`src/rtl/fetch_queue_pkg.sv`:
```
// Shared widths and encodings for the IF/ID fetch queue.
package fetch_queue_pkg;

   localparam int ADDR_W_DEF = 32;
   localparam int INST_W_DEF = 32;

   localparam logic [31:0] ZeroWord = 32'h0000_0000;

   localparam logic Stop   = 1'b1;
   localparam logic NoStop = 1'b0;

   localparam int KILL_W = 2;

   // Out-of-range kill settings saturate at the widest count the timer holds.
   function automatic logic [KILL_W-1:0] kill_load(input int k);
      if (k < 0)
         return '0;
      else if (k > (1 << KILL_W) - 1)
         return '1;
      else
         return KILL_W'(k);
   endfunction

endpackage

```
`src/rtl/fetch_queue_mem.sv`:
```
// Entry storage for the fetch queue: one write port, one asynchronous read port.
module fetch_queue_mem #(
   parameter int DEPTH = 4,
   parameter int WIDTH = 64,
   parameter int PTR_W = $clog2(DEPTH)
) (
   input  logic             clk,
   input  logic             we_i,
   input  logic [PTR_W-1:0] waddr_i,
   input  logic [WIDTH-1:0] wdata_i,
   input  logic [PTR_W-1:0] raddr_i,
   output logic [WIDTH-1:0] rdata_o
);

   // Not reset: the owner qualifies every read with its own entry count.
   logic [WIDTH-1:0] mem_q [DEPTH];

   always_ff @(posedge clk) begin
      if (we_i)
         mem_q[waddr_i] <= wdata_i;
   end

   assign rdata_o = mem_q[raddr_i];

endmodule

```
`src/rtl/fetch_queue.sv`:
```
// DEPTH-entry IF/ID instruction buffer with valid/ready on both sides, branch
// flush, and a post-flush kill window for stale in-flight fetch beats.
module fetch_queue
   import fetch_queue_pkg::*;
#(
   parameter int ADDR_W           = ADDR_W_DEF,
   parameter int INST_W           = INST_W_DEF,
   parameter int DEPTH            = 4,
   parameter int KILL_AFTER_FLUSH = 1
) (
   input  logic                       clk,
   input  logic                       rst,
   input  logic                       if_valid_i,
   input  logic [ADDR_W-1:0]          if_pc_i,
   input  logic [INST_W-1:0]          if_inst_i,
   output logic                       if_ready_o,
   output logic                       id_valid_o,
   output logic [ADDR_W-1:0]          id_pc_o,
   output logic [INST_W-1:0]          id_inst_o,
   input  logic                       id_ready_i,
   input  logic                       id_b_flag_i,
   input  logic                       ex_b_flag_i,
   output logic [$clog2(DEPTH+1)-1:0] count_o
);

   localparam int PTR_W   = $clog2(DEPTH);
   localparam int CNT_W   = $clog2(DEPTH + 1);
   localparam int ENTRY_W = ADDR_W + INST_W;

   localparam logic [CNT_W-1:0]  FULL_CNT  = CNT_W'(DEPTH);
   localparam logic [KILL_W-1:0] KILL_LOAD = kill_load(KILL_AFTER_FLUSH);

   logic [PTR_W-1:0]   wr_ptr_q, wr_ptr_d;
   logic [PTR_W-1:0]   rd_ptr_q, rd_ptr_d;
   logic [CNT_W-1:0]   count_q, count_d;
   logic [KILL_W-1:0]  kill_cnt_q, kill_cnt_d;

   logic               flush;
   logic               accept;
   logic               push;
   logic               kill;
   logic               pop;
   logic [ENTRY_W-1:0] rd_entry;

   always_comb begin
      flush      = id_b_flag_i | ex_b_flag_i;
      if_ready_o = (count_q < FULL_CNT);
      id_valid_o = (count_q != '0);
      // A flush swallows the IF beat of its own cycle outright.
      accept     = if_valid_i & if_ready_o & ~flush;
      push       = accept & (kill_cnt_q == '0);
      kill       = accept & (kill_cnt_q != '0);
      pop        = id_valid_o & id_ready_i & ~flush;
   end

   always_comb begin
      wr_ptr_d   = wr_ptr_q;
      rd_ptr_d   = rd_ptr_q;
      count_d    = count_q;
      kill_cnt_d = kill_cnt_q;

      if (flush) begin
         wr_ptr_d   = '0;
         rd_ptr_d   = '0;
         count_d    = '0;
         kill_cnt_d = KILL_LOAD;
      end else begin
         if (push)
            wr_ptr_d = wr_ptr_q + 1'b1;
         if (pop)
            rd_ptr_d = rd_ptr_q + 1'b1;
         if (kill)
            kill_cnt_d = kill_cnt_q - 1'b1;

         if (push && !pop)
            count_d = count_q + 1'b1;
         else if (pop && !push)
            count_d = count_q - 1'b1;
      end
   end

   always_ff @(posedge clk or negedge rst) begin
      if (!rst) begin
         wr_ptr_q   <= '0;
         rd_ptr_q   <= '0;
         count_q    <= '0;
         kill_cnt_q <= '0;
      end else begin
         wr_ptr_q   <= wr_ptr_d;
         rd_ptr_q   <= rd_ptr_d;
         count_q    <= count_d;
         kill_cnt_q <= kill_cnt_d;
      end
   end

   fetch_queue_mem #(
      .DEPTH (DEPTH),
      .WIDTH (ENTRY_W),
      .PTR_W (PTR_W)
   ) u_mem (
      .clk     (clk),
      .we_i    (push),
      .waddr_i (wr_ptr_q),
      .wdata_i ({if_pc_i, if_inst_i}),
      .raddr_i (rd_ptr_q),
      .rdata_o (rd_entry)
   );

   // Empty queue presents a bubble rather than stale storage.
   always_comb begin
      id_pc_o   = '0;
      id_inst_o = '0;
      if (id_valid_o) begin
         id_pc_o   = rd_entry[ENTRY_W-1:INST_W];
         id_inst_o = rd_entry[INST_W-1:0];
      end
   end

   assign count_o = count_q;

endmodule

```
`config.mk`:
```
export PLATFORM = sky130hd
export DESIGN_NAME = fetch_queue
export DESIGN_NICKNAME = d
export VERILOG_FILES = /design/src/rtl/fetch_queue_pkg.sv /design/src/rtl/fetch_queue_mem.sv /design/src/rtl/fetch_queue.sv
export SDC_FILE = /design/constraint.sdc
export NUM_CORES = 1
export LEC_CHECK = 0
export ABC_AREA = 1
export CORE_ASPECT_RATIO = 0.8
export CORE_UTILIZATION = 57
export CTS_CLUSTER_SIZE = 10
export DETAILED_ROUTE_END_ITERATION = 12
export DONT_BUFFER_PORTS = 1
export PLACE_DENSITY = 0.86
export RECOVER_POWER = 25
export SLEW_MARGIN = 40
export SYNTH_ARGS = -nofsm -noshare
export SYNTH_HDL_FRONTEND = slang
export SYNTH_SLANG_ARGS = --single-unit
export TNS_END_PERCENT = 20
```
`constraint.sdc`:
```
create_clock -name clk -period 3.89 [get_ports clk]
set_input_delay 0.778 -clock clk [delete_from_list [all_inputs] [get_ports clk]]
set_output_delay 0.778 -clock clk [all_outputs]
set_load 0.01 [all_outputs]
```
==> summary.txt, run 1 <==
Place
  – Placed inst area: around 11,000 µm²
  – Post-DP HPWL: 11.87 mm
  – Post-Place Worst Slack: 0.9775 ns
  – Final RePlAce weighted congestion: approximately 0.8
  – Port bufs: 0

GRT
  – Global-route wire length before repair: approximately 32 mm
  – Vias in the first global route: 6,022
  – Grt total ovfl: 0
  – Pin count of the biggest net entering global routing: 130
  – Antenna violations before repair: 0
  – Total track usage: 0.2246

Worst setup path
  – Worst setup EP type: primary output
  – Crit-path max FO: 32
  – WS Path Type: reg -> out
  – Required @ worst endpoint: between 3 and 4 ns
  – Slowest Stage Delay on Critical Path: 0.81 ns
  – Arr. time, crit path: 2.68 ns
  – Critical path cell sequence: inv_2 -> buf_4 -> nor2_1 -> o21ai_0 -> a21oi_1
  – CP Launch Type: flop
  – Buf/Inv on CP: 2
  – Critical path's top delay family: flip-flops
  – Slowest CP cell: dfrtp_2

Clock network
  – Post-CTS Setup Bufs: 0
  – CTS root buf: clkbuf_16
  – Post_cts resized: 0
  – CTS sink cnt: 265
  – Clock Pin Slew Worst Setup and Hold Paths: 0.06 ns
  – Number of CTS-inserted buffers: 30
  – CTS tree: done
  – Clock buffer depth: 3
  – Worst skew pair latency: 0.52 ns
  – # H-tree levels: 1

Finish
  – Final Core Density: 0.6497
  – Area grow syn2layout: 9.828%
  – Antenna Cells: 0
  – Fin area: 11,460 µm²
  – Final net count: 902
  – Share of cells above drive strength 1: 0.06802

Hold path
  – Hold/Removal Path Class: in -> reg

Synthesis
  – Synth area leader: edfxtp_1
  – Synth top area share: 0.7364
  – Post-synthesis sequential area ratio: 0.7580
  – Yosys warning total: 0
  – Syn nets: 903
  – Post-synth EDFFs: 256
  – Top FF cell, synth: edfxtp_1
  – Mapped Area: 10,440 µm²
  – Synth unique cells: 21
  – Most common cell in the netlist: nor2_1
  – Avg Inst Size Synth: 12.62 µm²
  – Top post-synthesis cells by count: 263 x nor2_1, 256 x edfxtp_1, 130 x o21ai_0
  – Post-synthesis register bit count: 265
  – Area contributors post-synth: edfxtp_1 74%, nor2_1 9.5%, o21ai_0 6.2%
  – Mapped Cells: just over 800
  – Post-synth ARST share: 0.03396

Floorplan
  – Starting density of the core: 0.5915
  – Row count: 43
  – Die Y: 123.0 µm
  – Top-level port count: 139
  – Die Width: between 150 and 200 µm
  – Core ar.: 17,650 µm²
  – Die area: 18,860 µm²

Detailed routing
  – Drt drc: 0
  – Routed WL per cell: 19.74 µm
  – DRT iter0 DRCs: between 500 and 600
  – ANT nets after route: 0
  – Total Routed Length: around 21 mm
  – Drt via density: between 5 and 6
  – Vias: 6,239
  – Pre-antenna DRT Iters: 5

Timing
  – Slew @ Worst Pin: about 0.80 ns
  – Skew final: 0.006780 ns
  – Final Slew Violations: 0
  – Final Setup Violations: 0
  – RSZ-0062 raised after global routing: no
  – Max frequency: 0.2890 GHz
  – Final worst slack: around 0.43 ns
  – Final Hold Viols: 0
  – Min Tclk post-route: 3.461 ns
  – Slew HR: 0.4697
  – Setup TNS Final: 0 ns
  – Period utilization: 0.8896

Power and ir drop
  – VDD IR-drop max: between 0.3 and 0.4 mV
  – Leak: 3.846 nW
  – Power density cells: about 500 nW/µm²
  – Total power: approximately 5.8 mW

Outcome
  – Outcome: completed

Job
  – Max_cap viols: 0
cells by family after synthesis:
kind of cell / share of synthesized area
and+or+nand+nor: 0.1045
DFF: 0.7580
AOI/OAI and AO/OA: 0.09769
buffers and inverters: 0.03188
adders and majority gates: 0.007911
path summary, 6_finish.rpt:
| kind | startpoint | endpoint | cells past startpoint | slack [ns] |
|---|---|---|---|---|
| worst max-delay path | rd_ptr_q[1] | id_inst_o[17] | 5 | 0.43 |
| min in group asynchronous | rst | count_o[0] | 1 | 0.63 |
| worst min-delay path | if_pc_i[12] | u_mem.mem_q[3][44] | 0 | 0.35 |
| worst max register to register | kill_cnt_q[0] | count_o[2] | 10 | 1.71 |
| worst min register to register | kill_cnt_q[0] | kill_cnt_q[0] | 1 | 0.51 |
| max in group asynchronous | rst | rd_ptr_q[0] | 1 | 2.93 |
power breakdown:
part | leakage (nW) | internal (mW) | switching (mW)
combinational | 1.03 | 0.0601 | 0.230
clock | 0.400 | 1.43 | 0.974
sequential | 2.41 | 3.14 | 0.00771
area by class of cell:
| class | count | area [µm²] |
|---|---|---|
| clock inverter | 2 | 8.758 |
| clock buffer | 42 | 817.0 |
| timing repair buffer | 15 | 140.1 |
| fill | 1251 | 6182 |
| sequential | 265 | 7918 |
| inverter | 20 | 76.32 |
| multi-input combinational | 494 | 2223 |
| tap | 225 | 281.5 |
state kept, by name, indices dropped and copies added, names as in the netlist:
register / cells
count_o: 3
rd_ptr_q: 2
kill_cnt_q: 2
u_mem.mem_q: 256
wr_ptr_q: 2
cells in the final DEF, fill, tap and decap left out:
cell type | synthesis | final
buf_4 | 14 | 12
dlygate4sd3_1 | 0 | 1
inv_2 | 2 | 2
inv_1 | 18 | 17
nor2_2 | 1 | 1
nand3b_1 | 2 | 2
clkinv_1 | 0 | 1
nand2_1 | 15 | 15
nor2_4 | 1 | 5
dfrtp_4 | 0 | 1
nor2_1 | 263 | 259
dfrtp_2 | 0 | 1
edfxtp_1 | 256 | 256
ha_1 | 5 | 5
clkinv_2 | 0 | 2
nand3_1 | 3 | 3
o21ai_0 | 130 | 130
o21ai_1 | 4 | 4
a21oi_1 | 68 | 68
a22o_1 | 1 | 1
buf_12 | 0 | 2
clkbuf_16 | 0 | 31
dfrtp_1 | 9 | 7
clkbuf_1 | 16 | 11
fa_1 | 1 | 1
stage by stage:
| step | std cells | hold slack, ns |
|---|---|---|
| 2_1_floorplan | 827 | 0.4591 |
| 3_3_place_gp | 1018 | 0.4766 |
| 3_5_place_dp | 1018 | 0.4825 |
| 4_1_cts | 1063 | 0.3278 |
| 5_1_grt | 1063 | 0.3256 |
| 6_report | 1063 | 0.3484 |
what timing repair did:
| action | CTS | global route |
|---|---|---|
| hold buffers | 1 | 0 |
| endpoints found under the setup margin | 0 | 0 |
| hold endpoints to repair | 9 | 0 |
per-layer routing:
metal	vias up	global-route usage	wire length [µm]
met5	-	0.002646	0
met4	0	0.06124	312
met3	29	0.06905	2107
met2	290	0.3739	10060
met1	3019	0.2894	8508
li1	2901	-	-
No activity file was read; power rests on OpenSTA's default activity.
==> run 2: changes to the inputs <==
--- a/config.mk
+++ b/config.mk
@@ -7,12 +7,13 @@
 export LEC_CHECK = 0
 export ABC_AREA = 1
 export CORE_ASPECT_RATIO = 0.8
-export CORE_UTILIZATION = 57
+export CORE_UTILIZATION = 50
 export CTS_CLUSTER_SIZE = 10
 export DETAILED_ROUTE_END_ITERATION = 12
 export DONT_BUFFER_PORTS = 1
-export PLACE_DENSITY = 0.86
+export PLACE_DENSITY = 0.79
 export RECOVER_POWER = 25
+export SKIP_CTS_REPAIR_TIMING = 1
 export SLEW_MARGIN = 40
 export SYNTH_ARGS = -nofsm -noshare
 export SYNTH_HDL_FRONTEND = slang
==> summary.txt, run 2 (synthesized netlist as in run 1, its figures left out) <==
Worst setup path
  – Crit-path max FO: 33
  – Arr. time, crit path: 2.33 ns
  – Worst R2R Start: count_o[2]
  – Reg2reg path depth: 4
  – R2r setup slk: 1.58 ns
  – CP Launch Type: flop
  – Critical path cell sequence: inv_1 -> nand2_1 -> inv_2 -> buf_12 -> a21oi_1
  – Buf/Inv on CP: 3
  – Required @ worst endpoint: 3.11 ns
  – Slowest CP cell: inv_2
  – FF-to-FF End: u_mem.mem_q[2][25]
  – Slowest Stage Delay on Critical Path: 0.58 ns
  – Critical path's top delay family: buffers and inverters
  – Worst setup EP type: primary output
  – WS Path Type: reg -> out

Power and ir drop
  – Sequential Power Share: 0.535
  – Switch share: 0.2104
  – Leak: 3.847 nW
  – Power density cells: 508.1 nW/µm²
  – Clock Power Share: 0.413
  – Internal Pwr Total: 4.638 mW
  – VDD IR-drop max: 0.4021 mV
  – Sw power: 1.236 mW
  – Logic pwr share: 0.052

Hold path
  – Hold Startpoint: if_pc_i[14]
  – Hold/Removal Path Class: in -> reg
  – Hold depth: 0
  – WHS Endpoint: u_mem.mem_q[1][46]

Timing
  – Slew @ Worst Pin: 0.8371 ns
  – Final Setup Violations: 0
  – Max frequency: 0.3222 GHz
  – Slew HR: 0.4419
  – Final Slew Violations: 0
  – Final Hold Viols: 0
  – Setup TNS Final: 0 ns
  – RSZ-0062 raised after global routing: no
  – Min Tclk post-route: a little over 3 ns
  – Hold WS: 0.3352 ns
  – Skew final: 0.01145 ns
  – Period utilization: 0.7979

Finish
  – Area grow syn2layout: 10.76%
  – Final net count: 898
  – Commonest cells after routing, fill and taps aside: 259 x nor2_1, 256 x edfxtp_1, 130 x o21ai_0
  – Largest register FFs: 256
  – Fillers: around 1.6k
  – Share of cells above drive strength 1: 0.06347
  – Top reg by flops: u_mem.mem_q
  – Antenna Cells: 0
  – Commonest non-fill, non-tap cell in the layout: nor2_1
  – Reg area: 7918 µm²
  – Footprint of the multi-input gates: 2223 µm²

Floorplan
  – Die Y: 131.2 µm
  – Die Width: 163.5 µm
  – Starting density of the core: 0.5182
  – Row count: 46
  – Core ar.: roughly 20,000 µm²
  – Top-level port count: 139
  – Die area: 21,460 µm²

Detailed routing
  – Total Routed Length: about 21 mm
  – ANT nets after route: 0
  – Drt via density: 5.541
  – Drt drc: 0
  – Vias: 6,090
  – Pre-antenna DRT Iters: 5
  – Routed WL per cell: around 19 µm
  – DRT iter0 DRCs: 545

Place
  – Final RePlAce weighted congestion: 0.7314
  – Post-DP HPWL: 11.32 mm
  – Port bufs: 0

GRT
  – Total track usage: 0.1956
  – Global-route wire length before repair: 32.34 mm
  – Antenna violations before repair: 0
  – Grt total ovfl: 0
  – Pin count of the biggest net entering global routing: 130
  – Vias in the first global route: 5,957

Job
  – Max_cap viols: 0

Clock network
  – Clock buffer depth: 3
  – Worst skew pair latency: about 0.54 ns
  – Clock Pin Slew Worst Setup and Hold Paths: 0.06 ns
  – CTS root buf: clkbuf_16
  – Number of CTS-inserted buffers: 30
  – CTS tree: done
  – CTS sink cnt: roughly 270
  – # H-tree levels: 1

Outcome
  – Outcome: completed
-- run 2: stage by stage --
stage | setup slack [ns] | utilization | power [mW] | cells | area [µm²]
floorplan | -0.3818 | - | 3.429 | 827 | 10440
global route | 0.5839 | 0.5740 | 6.062 | 1099 | 11560
global placement | 1.300 | 0.5323 | 3.501 | 1053 | 10720
CTS | 0.7449 | 0.5735 | 5.919 | 1098 | 11550
finish | 0.7862 | 0.5740 | 5.874 | 1099 | 11560
detailed placement | 1.247 | 0.5323 | 3.507 | 1053 | 10720
-- run 2: worst max-delay path by stage --
stage,cells after the start,slack [ns],startpoint,end
6_report,5,0.79,count_o[0],id_inst_o[2]
4_1_cts,5,0.74,count_o[0],id_inst_o[2]
3_3_place_gp,5,1.30,if_valid_i,u_mem.mem_q[2][40]
2_1_floorplan,3,-0.38,ex_b_flag_i,u_mem.mem_q[0][0]
5_1_grt,4,0.58,rd_ptr_q[0],id_pc_o[31]
3_5_place_dp,4,1.25,ex_b_flag_i,u_mem.mem_q[2][40]
-- run 2: worst register-to-register path, stage by stage, from the launching register on --
cell and delay (ns):
dfrtp_1 0.46, nor2_2 0.18, nand3_1 0.34, nor2_4 0.61
buf_12 0.37
-- run 2: cell type report --
class                   count  share of cell area
flip-flops and latches    265              0.6848
well taps                 264             0.02857
clock inverters             1           0.0004329
repair buffers             11             0.01602
inverters                  20            0.006601
multi-input cells         494              0.1923
clock buffers              44             0.07131
-- run 2: per-layer routing --
layer | routed length (µm) | global-route usage
met1 | 8714 | 0.2523
met2 | 9881 | 0.3114
met3 | 2374 | 0.07386
met4 | 345 | 0.04887
met5 | 0 | 0
-- run 2: power groups by stage --
stage	logic, mW	clock network, mW	registers [mW]
floorplan	0.229	0	3.20
global placement	0.300	0	3.20
detailed placement	0.306	0	3.20
CTS	0.307	2.47	3.14
global route	0.340	2.58	3.14
finish	0.306	2.42	3.14
==> run 3: changes to the inputs <==
--- a/config.mk
+++ b/config.mk
@@ -5,13 +5,13 @@
 export SDC_FILE = /design/constraint.sdc
 export NUM_CORES = 1
 export LEC_CHECK = 0
-export ABC_AREA = 1
+export ABC_AREA = 0
 export CORE_ASPECT_RATIO = 0.8
 export CORE_UTILIZATION = 50
 export CTS_CLUSTER_SIZE = 10
 export DETAILED_ROUTE_END_ITERATION = 12
 export DONT_BUFFER_PORTS = 1
-export PLACE_DENSITY = 0.79
+export PLACE_DENSITY = 0.76
 export RECOVER_POWER = 25
 export SKIP_CTS_REPAIR_TIMING = 1
 export SLEW_MARGIN = 40
==> constraint.sdc (replaced) <==
create_clock -name clk -period 3.2 [get_ports clk]
set_input_delay 0.64 -clock clk [delete_from_list [all_inputs] [get_ports clk]]
set_output_delay 0.64 -clock clk [all_outputs]
set_load 0.01 [all_outputs]
==> summary.txt, run 3 <==
Synthesis
  – Area contributors post-synth: edfxtp_1 75%, mux4_2 14%, and2_1 4.2%
  – Top FF cell, synth: edfxtp_1
  – Post-synthesis sequential area ratio: 0.7709
  – Synth unique cells: 32
  – Synth area leader: edfxtp_1
  – Syn nets: 543
  – Post-synthesis register bit count: 265
  – Mapped Cells: between 400 and 500
  – Top post-synthesis cells by count: 256 x edfxtp_1, 69 x and2_1, 64 x mux4_2
  – Post-synth EDFFs: around 260
  – Avg Inst Size Synth: approximately 22 µm²
  – Yosys warning total: 0
  – Synth top area share: 0.7490
  – Post-synth ARST share: 0.03396
  – Most common cell in the netlist: edfxtp_1
  – Mapped Area: 10,260 µm²

Clock network
  – CTS sink cnt: 265
  – Clock buffer depth: 3
  – Number of CTS-inserted buffers: 30
  – Clock Pin Slew Worst Setup and Hold Paths: 0.05 ns
  – Worst skew pair latency: 0.52 ns
  – CTS root buf: clkbuf_16
  – CTS tree: done
  – # H-tree levels: 1

Detailed routing
  – DRT iter0 DRCs: approximately 270
  – Drt via density: 5.783
  – Routed WL per cell: 24.15 µm
  – Vias: ~4.4k
  – Total Routed Length: 18.38 mm
  – ANT nets after route: 0
  – Drt drc: 0
  – Pre-antenna DRT Iters: 4

Floorplan
  – Core ar.: 19,970 µm²
  – Die area: 21,110 µm²
  – Starting density of the core: 0.5139
  – Die Y: 130.1 µm
  – Die Width: 162.2 µm
  – Top-level port count: 139
  – Row count: between 40 and 50

GRT
  – Pin count of the biggest net entering global routing: 40
  – Total track usage: 0.1760
  – Global-route wire length before repair: 27.52 mm
  – Vias in the first global route: roughly 4.8k
  – Antenna violations before repair: 0
  – Grt total ovfl: 0

Place
  – Post-Place Worst Slack: 0.5912 ns
  – Port bufs: 0
  – Placed inst area: 10,690 µm²
  – Post-DP HPWL: 11.31 mm
  – Final RePlAce weighted congestion: 0.7167

Hold path
  – Hold/Removal Path Class: in -> reg

Finish
  – Top reg by flops: u_mem.mem_q
  – Antenna Cells: 0
  – Commonest non-fill, non-tap cell in the layout: edfxtp_1
  – Share of cells above drive strength 1: 0.2414
  – Final Core Density: 0.5759
  – Fin area: 11,500 µm²
  – Largest register FFs: between 200 and 300
  – Commonest cells after routing, fill and taps aside: 256 x edfxtp_1, 65 x and2_1, 64 x mux4_2
  – Area grow syn2layout: 12.06%
  – Final net count: about 570

Worst setup path
  – Slowest CP cell: dfrtp_4
  – Arr. time, crit path: 2.36 ns
  – CP Launch Type: flop
  – Crit-path max FO: 26
  – WS Path Type: reg -> out
  – Worst setup EP type: primary output
  – Critical path cell sequence: buf_12 -> mux4_2 -> and2_1
  – Required @ worst endpoint: about 2.6 ns
  – Slowest Stage Delay on Critical Path: about 0.79 ns

Power and ir drop
  – VDD IR-drop max: between 0.4 and 0.5 mV
  – Leak: 3.583 nW
  – Power density cells: just under 600 nW/µm²

Timing
  – Final Hold Viols: 0
  – Setup TNS Final: 0 ns
  – Final Setup Violations: 0
  – Slew @ Worst Pin: 0.5656 ns
  – Max frequency: 0.3331 GHz
  – Min Tclk post-route: 3.002 ns
  – Final worst slack: 0.1981 ns
  – RSZ-0062 raised after global routing: no
  – Final Slew Violations: 0
  – Period utilization: 0.9381
  – Hold WS: about 0.21 ns
  – Skew final: 0.005599 ns
  – Slew HR: 0.6229

Job
  – Max_cap viols: 0

Outcome
  – Outcome: completed
run 3: cell types whose count changed after synthesis, sizes merged, moves of 20 or more:
cell | previous run | this run
a21oi | 68 | 1
and2 | 0 | 69
buf | 32 | 12
mux4 | 0 | 64
nor2 | 265 | 6
o21ai | 134 | 1
run 3: layer usage:
layer / track usage / wire [µm] / up-vias
li1: - / - / 1914
met1: 0.2159 / 7248 / 2304
met2: 0.2977 / 9213 / 161
met3: 0.06929 / 1716 / 22
met4: 0.03885 / 198 / 0
met5: 0 / 0 / -
run 3: per-stage QoR:
step / std cells / power [mW]
6_report: 761 / 6.772
5_1_grt: 761 / 6.966
4_1_cts: 760 / 6.847
3_5_place_dp: 724 / 3.997
3_3_place_gp: 724 / 3.992
2_1_floorplan: 467 / 3.974
run 3: worst max-delay path, delay by kind of cell, from the launching register on:
kind	cells	cell delay [ns]
flip-flops	1	0.79
multiplexers	1	0.55
buffers and inverters	1	0.26
AND/OR/NAND/NOR	1	0.21
run 3: area by class of cell:
class,count,area [µm²]
Clock buffer,36,794.5
Fill cell,1408,8471
Inverter,8,30.03
Multi-Input combinational cell,172,2216
Sequential cell,265,7920
Tap cell,264,330.3
Timing Repair Buffer,16,210.2
run 3: final timing paths:
kind | slack, ns | cells after the start | from | endpoint
setup / recovery | 0.20 | 3 | rd_ptr_q[0] | id_pc_o[5]
hold / removal | 0.21 | 0 | if_pc_i[16] | u_mem.mem_q[0][48]
setup reg to reg | 0.79 | 5 | count_o[2] | count_o[2]
hold reg to reg | 0.53 | 2 | kill_cnt_q[0] | kill_cnt_q[0]
max in group asynchronous | 2.37 | 1 | rst | rd_ptr_q[1]
min in group asynchronous | 0.49 | 1 | rst | count_o[0]
run 3: power by group:
group          internal [mW]  switching (mW)
sequential              3.82         0.00714
combinational         0.0425          0.0635
clock                   1.70            1.14
total                   5.56            1.21
run 3: cells by family after synthesis:
family,count (synthesis),synth area share
flops,265,0.7709
simple gates,86,0.05193
mux,66,0.1424
buf+inv,30,0.01463
compound gates,8,0.006949
xor+xnor,6,0.005120
fa+ha+maj,6,0.008046
